==> src/rtl/fb_pkg.sv <==
// rtl/fb_pkg.sv - shared widths, generation states and requester tags for the frame-buffer scheduler.
package fb_pkg;
   localparam int FB_AW = 16;
   localparam int FB_DW = 20;

   typedef enum logic [1:0] {
      G_IDLE  = 2'd0,
      G_START = 2'd1,
      G_RUN   = 2'd2
   } gen_state_t;

   typedef enum logic {
      OWN_HOST = 1'b0,
      OWN_ENG  = 1'b1
   } owner_t;
endpackage

==> src/rtl/fb_rd_tag_pipe.sv <==
// rtl/fb_rd_tag_pipe.sv - delays a read-issue tag so it lines up with the returning port-A read data.
module fb_rd_tag_pipe
   import fb_pkg::*;
#(
   parameter int DEPTH = 3
) (
   input  logic   clk_i,
   input  logic   rst_ni,
   input  logic   push_i,
   input  owner_t owner_i,
   output logic   vld_o,
   output owner_t owner_o
);

   logic [DEPTH-1:0] vld_q;
   logic [DEPTH-1:0] own_q;

   always_ff @(posedge clk_i or negedge rst_ni) begin
      if (!rst_ni) begin
         vld_q <= '0;
         own_q <= '0;
      end else begin
         vld_q[0] <= push_i;
         own_q[0] <= owner_i;
         for (int i = 1; i < DEPTH; i++) begin
            vld_q[i] <= vld_q[i-1];
            own_q[i] <= own_q[i-1];
         end
      end
   end

   assign vld_o   = vld_q[DEPTH-1];
   assign owner_o = owner_t'(own_q[DEPTH-1]);

endmodule

==> src/rtl/fb_port_scheduler.sv <==
// rtl/fb_port_scheduler.sv - per-frame generation launcher plus round-robin host/engine arbiter for frame-buffer port A.
module fb_port_scheduler
   import fb_pkg::*;
#(
   parameter int RD_LATENCY = 2,
   parameter int AW         = FB_AW,
   parameter int DW         = FB_DW
) (
   input  logic          clk108,
   input  logic          reset_n,
   input  logic          frame_done,
   input  logic          gen_enable,
   output logic          gen_start,
   input  logic          eng_done,
   input  logic          host_req,
   input  logic          host_we,
   input  logic [AW-1:0] host_addr,
   input  logic [DW-1:0] host_wdata,
   output logic          host_gnt,
   input  logic          eng_req,
   input  logic          eng_we,
   input  logic [AW-1:0] eng_addr,
   input  logic [DW-1:0] eng_wdata,
   output logic          eng_gnt,
   output logic          host_rvalid,
   output logic          eng_rvalid,
   output logic [DW-1:0] rdata,
   output logic [AW-1:0] mem_address_a,
   output logic [DW-1:0] mem_data_a,
   output logic          mem_wren_a,
   input  logic [DW-1:0] mem_q_a,
   output logic [15:0]   gen_count,
   output logic          gen_overrun
);

   gen_state_t    state_q, state_d;
   logic          frame_q, primed_q, frame_edge_q;
   logic [15:0]   gen_count_q, gen_count_d;
   logic          overrun_q, overrun_d;
   owner_t        last_q;
   logic [AW-1:0] addr_q;
   logic [DW-1:0] data_q;
   logic          wren_q;

   logic          eng_ok, xfer, sel_we;
   owner_t        sel_owner;
   logic [AW-1:0] sel_addr;
   logic [DW-1:0] sel_wdata;
   logic          tag_vld;
   owner_t        tag_owner;

   // primed_q keeps a frame_done level already high at reset release from counting as an edge
   always_ff @(posedge clk108 or negedge reset_n) begin
      if (!reset_n) begin
         frame_q      <= 1'b0;
         primed_q     <= 1'b0;
         frame_edge_q <= 1'b0;
      end else begin
         frame_q      <= frame_done;
         primed_q     <= 1'b1;
         frame_edge_q <= frame_done & ~frame_q & primed_q;
      end
   end

   always_ff @(posedge clk108 or negedge reset_n) begin
      if (!reset_n) begin
         state_q     <= G_IDLE;
         gen_count_q <= '0;
         overrun_q   <= 1'b0;
      end else begin
         state_q     <= state_d;
         gen_count_q <= gen_count_d;
         overrun_q   <= overrun_d;
      end
   end

   always_comb begin
      state_d     = state_q;
      gen_count_d = gen_count_q;
      overrun_d   = overrun_q;
      gen_start   = 1'b0;
      unique case (state_q)
         G_IDLE: begin
            if (frame_edge_q && gen_enable) state_d = G_START;
         end
         G_START: begin
            gen_start = 1'b1;
            state_d   = G_RUN;
         end
         G_RUN: begin
            if (eng_done) begin
               gen_count_d = gen_count_q + 16'd1;
               state_d     = (frame_edge_q && gen_enable) ? G_START : G_IDLE;
            end else if (frame_edge_q) begin
               overrun_d = 1'b1;
            end
         end
         default: state_d = G_IDLE;
      endcase
   end

   // on a tie the side that did not win last time gets the port
   assign eng_ok   = (state_q == G_RUN);
   assign host_gnt = host_req && !(eng_req && eng_ok && (last_q == OWN_HOST));
   assign eng_gnt  = eng_req && eng_ok && !(host_req && (last_q == OWN_ENG));

   assign xfer      = host_gnt | eng_gnt;
   assign sel_owner = eng_gnt ? OWN_ENG : OWN_HOST;
   assign sel_we    = eng_gnt ? eng_we    : host_we;
   assign sel_addr  = eng_gnt ? eng_addr  : host_addr;
   assign sel_wdata = eng_gnt ? eng_wdata : host_wdata;

   always_ff @(posedge clk108 or negedge reset_n) begin
      if (!reset_n) begin
         last_q <= OWN_ENG;
         addr_q <= '0;
         data_q <= '0;
         wren_q <= 1'b0;
      end else begin
         wren_q <= xfer & sel_we;
         if (xfer) begin
            last_q <= sel_owner;
            addr_q <= sel_addr;
         end
         if (xfer && sel_we) data_q <= sel_wdata;
      end
   end

   fb_rd_tag_pipe #(
      .DEPTH (1 + RD_LATENCY)
   ) u_rd_tag_pipe (
      .clk_i   (clk108),
      .rst_ni  (reset_n),
      .push_i  (xfer & ~sel_we),
      .owner_i (sel_owner),
      .vld_o   (tag_vld),
      .owner_o (tag_owner)
   );

   assign host_rvalid   = tag_vld && (tag_owner == OWN_HOST);
   assign eng_rvalid    = tag_vld && (tag_owner == OWN_ENG);
   assign rdata         = tag_vld ? mem_q_a : '0;
   assign mem_address_a = addr_q;
   assign mem_data_a    = data_q;
   assign mem_wren_a    = wren_q;
   assign gen_count     = gen_count_q;
   assign gen_overrun   = overrun_q;

endmodule

==> config.mk <==
export PLATFORM = sky130hd
export DESIGN_NAME = fb_port_scheduler
export DESIGN_NICKNAME = d
export VERILOG_FILES = /design/src/rtl/fb_pkg.sv /design/src/rtl/fb_rd_tag_pipe.sv /design/src/rtl/fb_port_scheduler.sv
export SDC_FILE = /design/constraint.sdc
export NUM_CORES = 1
export LEC_CHECK = 0
export ABC_AREA = 1
export BUFFER_PORTS_ARGS = -buffer_cell sky130_fd_sc_hd__clkbuf_2
export CAP_MARGIN = 20
export CORE_MARGIN = 4
export CORE_UTILIZATION = 45
export DETAILED_ROUTE_END_ITERATION = 8
export PLACE_DENSITY = 0.81
export SLEW_MARGIN = 10
export SYNTH_ARGS = -nofsm -noshare
export SYNTH_HDL_FRONTEND = slang
export SYNTH_SLANG_ARGS = --single-unit
==> constraint.sdc <==
create_clock -name clk108 -period 1.63 [get_ports clk108]
set_input_delay 0.0815 -clock clk108 [delete_from_list [all_inputs] [get_ports clk108]]
set_output_delay 0.0815 -clock clk108 [all_outputs]
set_load 0.02 [all_outputs]
# Yosys cells after proc, flatten, opt, wreduce, memory -nomap -nowiden
# Index checks and enable logic that the tools add are counted.
# op_classes
bitwise_logic	10
muxes	10
n_addsub	1
n_eq_ne	4
reduce_logical	15
# op_table
cell	count
$mux 20	2
$add 16x1->16 const B	1
$mux 16	1
$logic_and 1x1->1	9
$pmux 2 s3	1
$not 1->1	5
$and 1x1->1	4
$mux 1	4
$mux 2	2
$ne 2x2->1 const B	2
$reduce_and 2->1	2
$reduce_and 3->1	1
$eq 2x1->1 const B	1
$eq 2x2->1 const B	1
$logic_not 1->1	2
$logic_not 2->1	1
$or 1x1->1	1
# word_totals
word_cells	52
register_bits	66
inputBits	101
out_inout_bits	79

# Logic depth before layout (Yosys ltp)
# logic_depth
ltp_word	7
ltp_mapped	9
ltp_nobuf	8

# Hierarchy
# Synthesis repeated with hierarchy kept, for this count alone.
# unflattened
cells_unflattened	436
hier_area_um2	3295.7
# modules_own_cells
mod	n_inst	seq_area_each_um2	cells_each	area_each_um2
fb_port_scheduler	1	1502.7	430	3145.5
fb_rd_tag_pipe	1	150.1	6	150.1

# Worst setup path after synthesis
# OpenSTA, ideal clock, no wires.
# synth_timing
path_kind	register -> register
start	register gen_count_q[0] (netlist: gen_count[0])
end	register gen_count_q[8] (netlist: gen_count[8])
setup_time_ns	0.130
n_path_buf	0
t_arrival_ns	1.205
setup_slack_ns	0.295
required_ns	1.500
period_less_slack_ns	1.335
path_stages_with_launch	6
path_cell_list	dfrtp_1 > ha_1 > nand3_1 > nor2_1 > nand3_1 > xnor2_1
# synth_via
elab_chain_len	1
# synth_lines
item	line_no	source
from (decl)	fb_port_scheduler.sv:38	logic [15:0] gen_count_q, gen_count_d;
from (signal assigned)	fb_port_scheduler.sv:72	gen_count_q <= gen_count_d;
$add 16x1->16	fb_port_scheduler.sv:92	gen_count_d = gen_count_q + 16'd1;
# Every way passes these cells.
# A chain may end at the register's enable or synchronous reset.

# Worst setup path after layout
# layout_timing
start	register last_q
end	output host_gnt
# layout_via
elab_chain_len	4
# layout_lines
item	line_no	source
from (decl)	fb_port_scheduler.sv:40	owner_t last_q;
from (signal assigned)	fb_port_scheduler.sv:122	last_q <= sel_owner;
$not 1->1	fb_port_scheduler.sv:104	assign host_gnt = host_req && !(eng_req && eng_ok && (last_q == OWN_HOST));
$logic_and 1x1->1	fb_port_scheduler.sv:104	
$logic_not 1->1	fb_port_scheduler.sv:104	
$logic_and 1x1->1	fb_port_scheduler.sv:104	
to (decl)	fb_port_scheduler.sv:19	output logic host_gnt,
# Every way passes these cells.

==> qor.csv <==
metric,value,unit
yosys.area.top_type,dfrtp_1,
cp_max_fo,6,
dp_cells,704,
status,"complete, no violations",
power.density,916,nW/µm²
criticalPathCategory,reg2out,
drive_gt1_share,33.1,%
endpoint_kind,primary output,
grt_pass1_wl,15800,µm
finalInstanceArea,4900,µm²
gr-usage-all-layers,22.7,%
die_area,8760,µm²
root_buffer,clkbuf_8,
clock-sinks,66,
critPathMaxStageDelay,0.54,ns
overflow,0,
fmax,657,MHz
final_antenna_net_count,0,
route.detailed.drc,0,
gp_congestion,0.811,
synthesis.yosys.warnings,0,
synth_common_cells,"nand2_1, nand3_1, dfrtp_1",
vias,3580,
syn2layout_area_growth,48.7,%
hold_violations,0,
slowest_stage,dfstp_2,
fin_crit_sh,93.3,%
path_cells,"nand2_2, nand4_4, nand2_1, inv_4, clkbuf_2",
syn_nets,540,
dr.pass1.iters,4,
core_area,6940,µm²
p_leak,2.98,nW
routedWlPerCell,13.4,µm
start_kind,register,
ys_types,23,
drtIter0Drc,162,
die_h,93.6,µm
cts_buffer_depth,2,
tns,0,ns
p_total,0.00449,W
synth.avg_cell_area,7.53,µm²
peakVddDrop,454,µV
rsz0062_at_grt,no,
wirelength,10200,µm
synth_area,3300,µm²
fp-row-count,30,
cts_tree,built,
hold_class,in2reg,
synth_top_area_share,49.3,%
io_pins,180,
fin_skew,0.0106,ns
final_nets,760,
antenna_found_initial,0,
vias_per_cell,4.72,
num_antenna_cells,0,
start_util,47.5,%
ys_seq_area_share,50.1,%
place_ws,0.0982,ns
htreeDepth,3,
portBuffers,179,
synth_seq_cells,66,
synthCells,438,
yosysMostFrequentCell,nand2_1,
fin_crit,1.52,ns
synth_edf_count,0,
crit_arrival,1.44,ns
placed_area,4300,µm²
setup_viol,0,
grt_max_degree,67,
async_reset_ff_share,100,%
clk_pin_slew_worst_paths,0.07,ns
synth_ff_type,dfrtp_1,
ys_top_cells_by_area,"dfrtp_1, nand2_1, nand3_1",
cp.required,1.55,ns
fin_cells,758,
grt_pass1_vias,3398,
dp_hpwl,6970,µm
numCtsBuffers,9,
cap_violations,0,
drv_slew,0,
insertion_delay,0.32,ns
postLayoutSetupSlackWorst,0.109,ns
die_x,93.6,µm
==> cell families after synthesis <==
| logic type | after synthesis | synth area share [%] |
|---|---|---|
| compound gates | 1 | 0.228 |
| xor+xnor | 10 | 2.66 |
| other cells | 1 | 0.114 |
| fa+ha+maj | 1 | 0.379 |
| buf+inv | 67 | 8.95 |
| flops | 66 | 50.1 |
| simple gates | 292 | 37.6 |
==> cell usage in the layout, fill, tap and decap left out, types with 3 or more instances in the layout <==
cell type / synthesis / routed
xor2_1: 5 / 5
clkbuf_8: 0 / 12
inv_1: 45 / 45
buf_12: 0 / 3
dlygate4sd3_1: 0 / 35
clkbuf_2: 0 / 178
dfrtp_1: 65 / 65
inv_2: 5 / 3
buf_4: 6 / 9
nor2_1: 22 / 22
xnor2_1: 5 / 5
nand3_1: 67 / 67
nand4_1: 4 / 4
nand2_1: 190 / 189
==> per-layer routing <==
| metal | track usage [%] | vias to the layer above | wire length [µm] | part of all wire, % |
|---|---|---|---|---|
| met5 | 0 | - | 0 | 0 |
| met4 | 8.30 | 0 | 144 | 1.4 |
| met3 | 5.95 | 14 | 929 | 9.1 |
| met2 | 39.7 | 163 | 5090 | 50 |
| met1 | 26.8 | 1621 | 3990 | 39 |
| li1 | - | 1782 | - | - |
==> registers in the layout, indices dropped and copies added (netlist names) <==
| register | flops |
|---|---|
| gen_overrun | 1 |
| frame_edge_q | 1 |
| last_q | 1 |
| frame_q | 1 |
| state_q | 2 |
| u_rd_tag_pipe.own_q | 3 |
| mem_data_a | 20 |
| u_rd_tag_pipe.vld_q | 3 |
| gen_count | 16 |
| mem_wren_a | 1 |
| primed_q | 1 |
| mem_address_a | 16 |
==> worst paths after layout <==
check	from	to	cells past startpoint	slack (ns)
max in group asynchronous	reset_n	last_q	3	1.01
worst min-delay path	eng_done	state_q[0]	3	0.06
worst min register to register	u_rd_tag_pipe.vld_q[0]	u_rd_tag_pipe.vld_q[1]	0	0.35
worst max-delay path	last_q	host_gnt	5	0.11
worst max register to register	state_q[1]	mem_data_a[9]	7	0.20
min in group asynchronous	reset_n	gen_count[6]	3	0.29
==> stage by stage <==
stage	util [%]	hold slack (ns)
4_1_cts	70.3	0.0546
3_5_place_dp	62.0	0.127
3_3_place_gp	62.0	0.119
2_1_floorplan	-	-0.214
5_1_grt	70.6	0.0766
6_report	70.6	0.0640
==> report_power, final <==
group | total (W) | internal (W) | switching (W)
logic | 0.00111 | 0.000438 | 0.000676
registers | 0.00197 | 0.00183 | 0.000146
clock network | 0.00141 | 0.000823 | 0.000584
total | 0.00449 | 0.00309 | 0.00141
==> layout make-up <==
class | instances | area [µm²]
inverter | 50 | 193
fill | 532 | 2040
timing repair buffer | 226 | 1370
clock inverter | 2 | 35.0
tap | 96 | 120
multi-input combinational | 305 | 1360
clock buffer | 13 | 169
sequential | 66 | 1650
==> critical path: cells and delay by family, from the launching register on <==
kind                   cells  cell delay [ns]
buffers and inverters      2             0.23
flip-flops                 1             0.54
AND/OR/NAND/NOR            3             0.34
==> timing repair <==
item                                    4_1_cts  5_1_grt
resized for setup                             4        0
hold buffers                                 35        0
endpoints found under the setup margin        2        2
setup buffers                                 1        3
endpoints found under the hold margin        84        0
(Power assumes the default switching activity.)
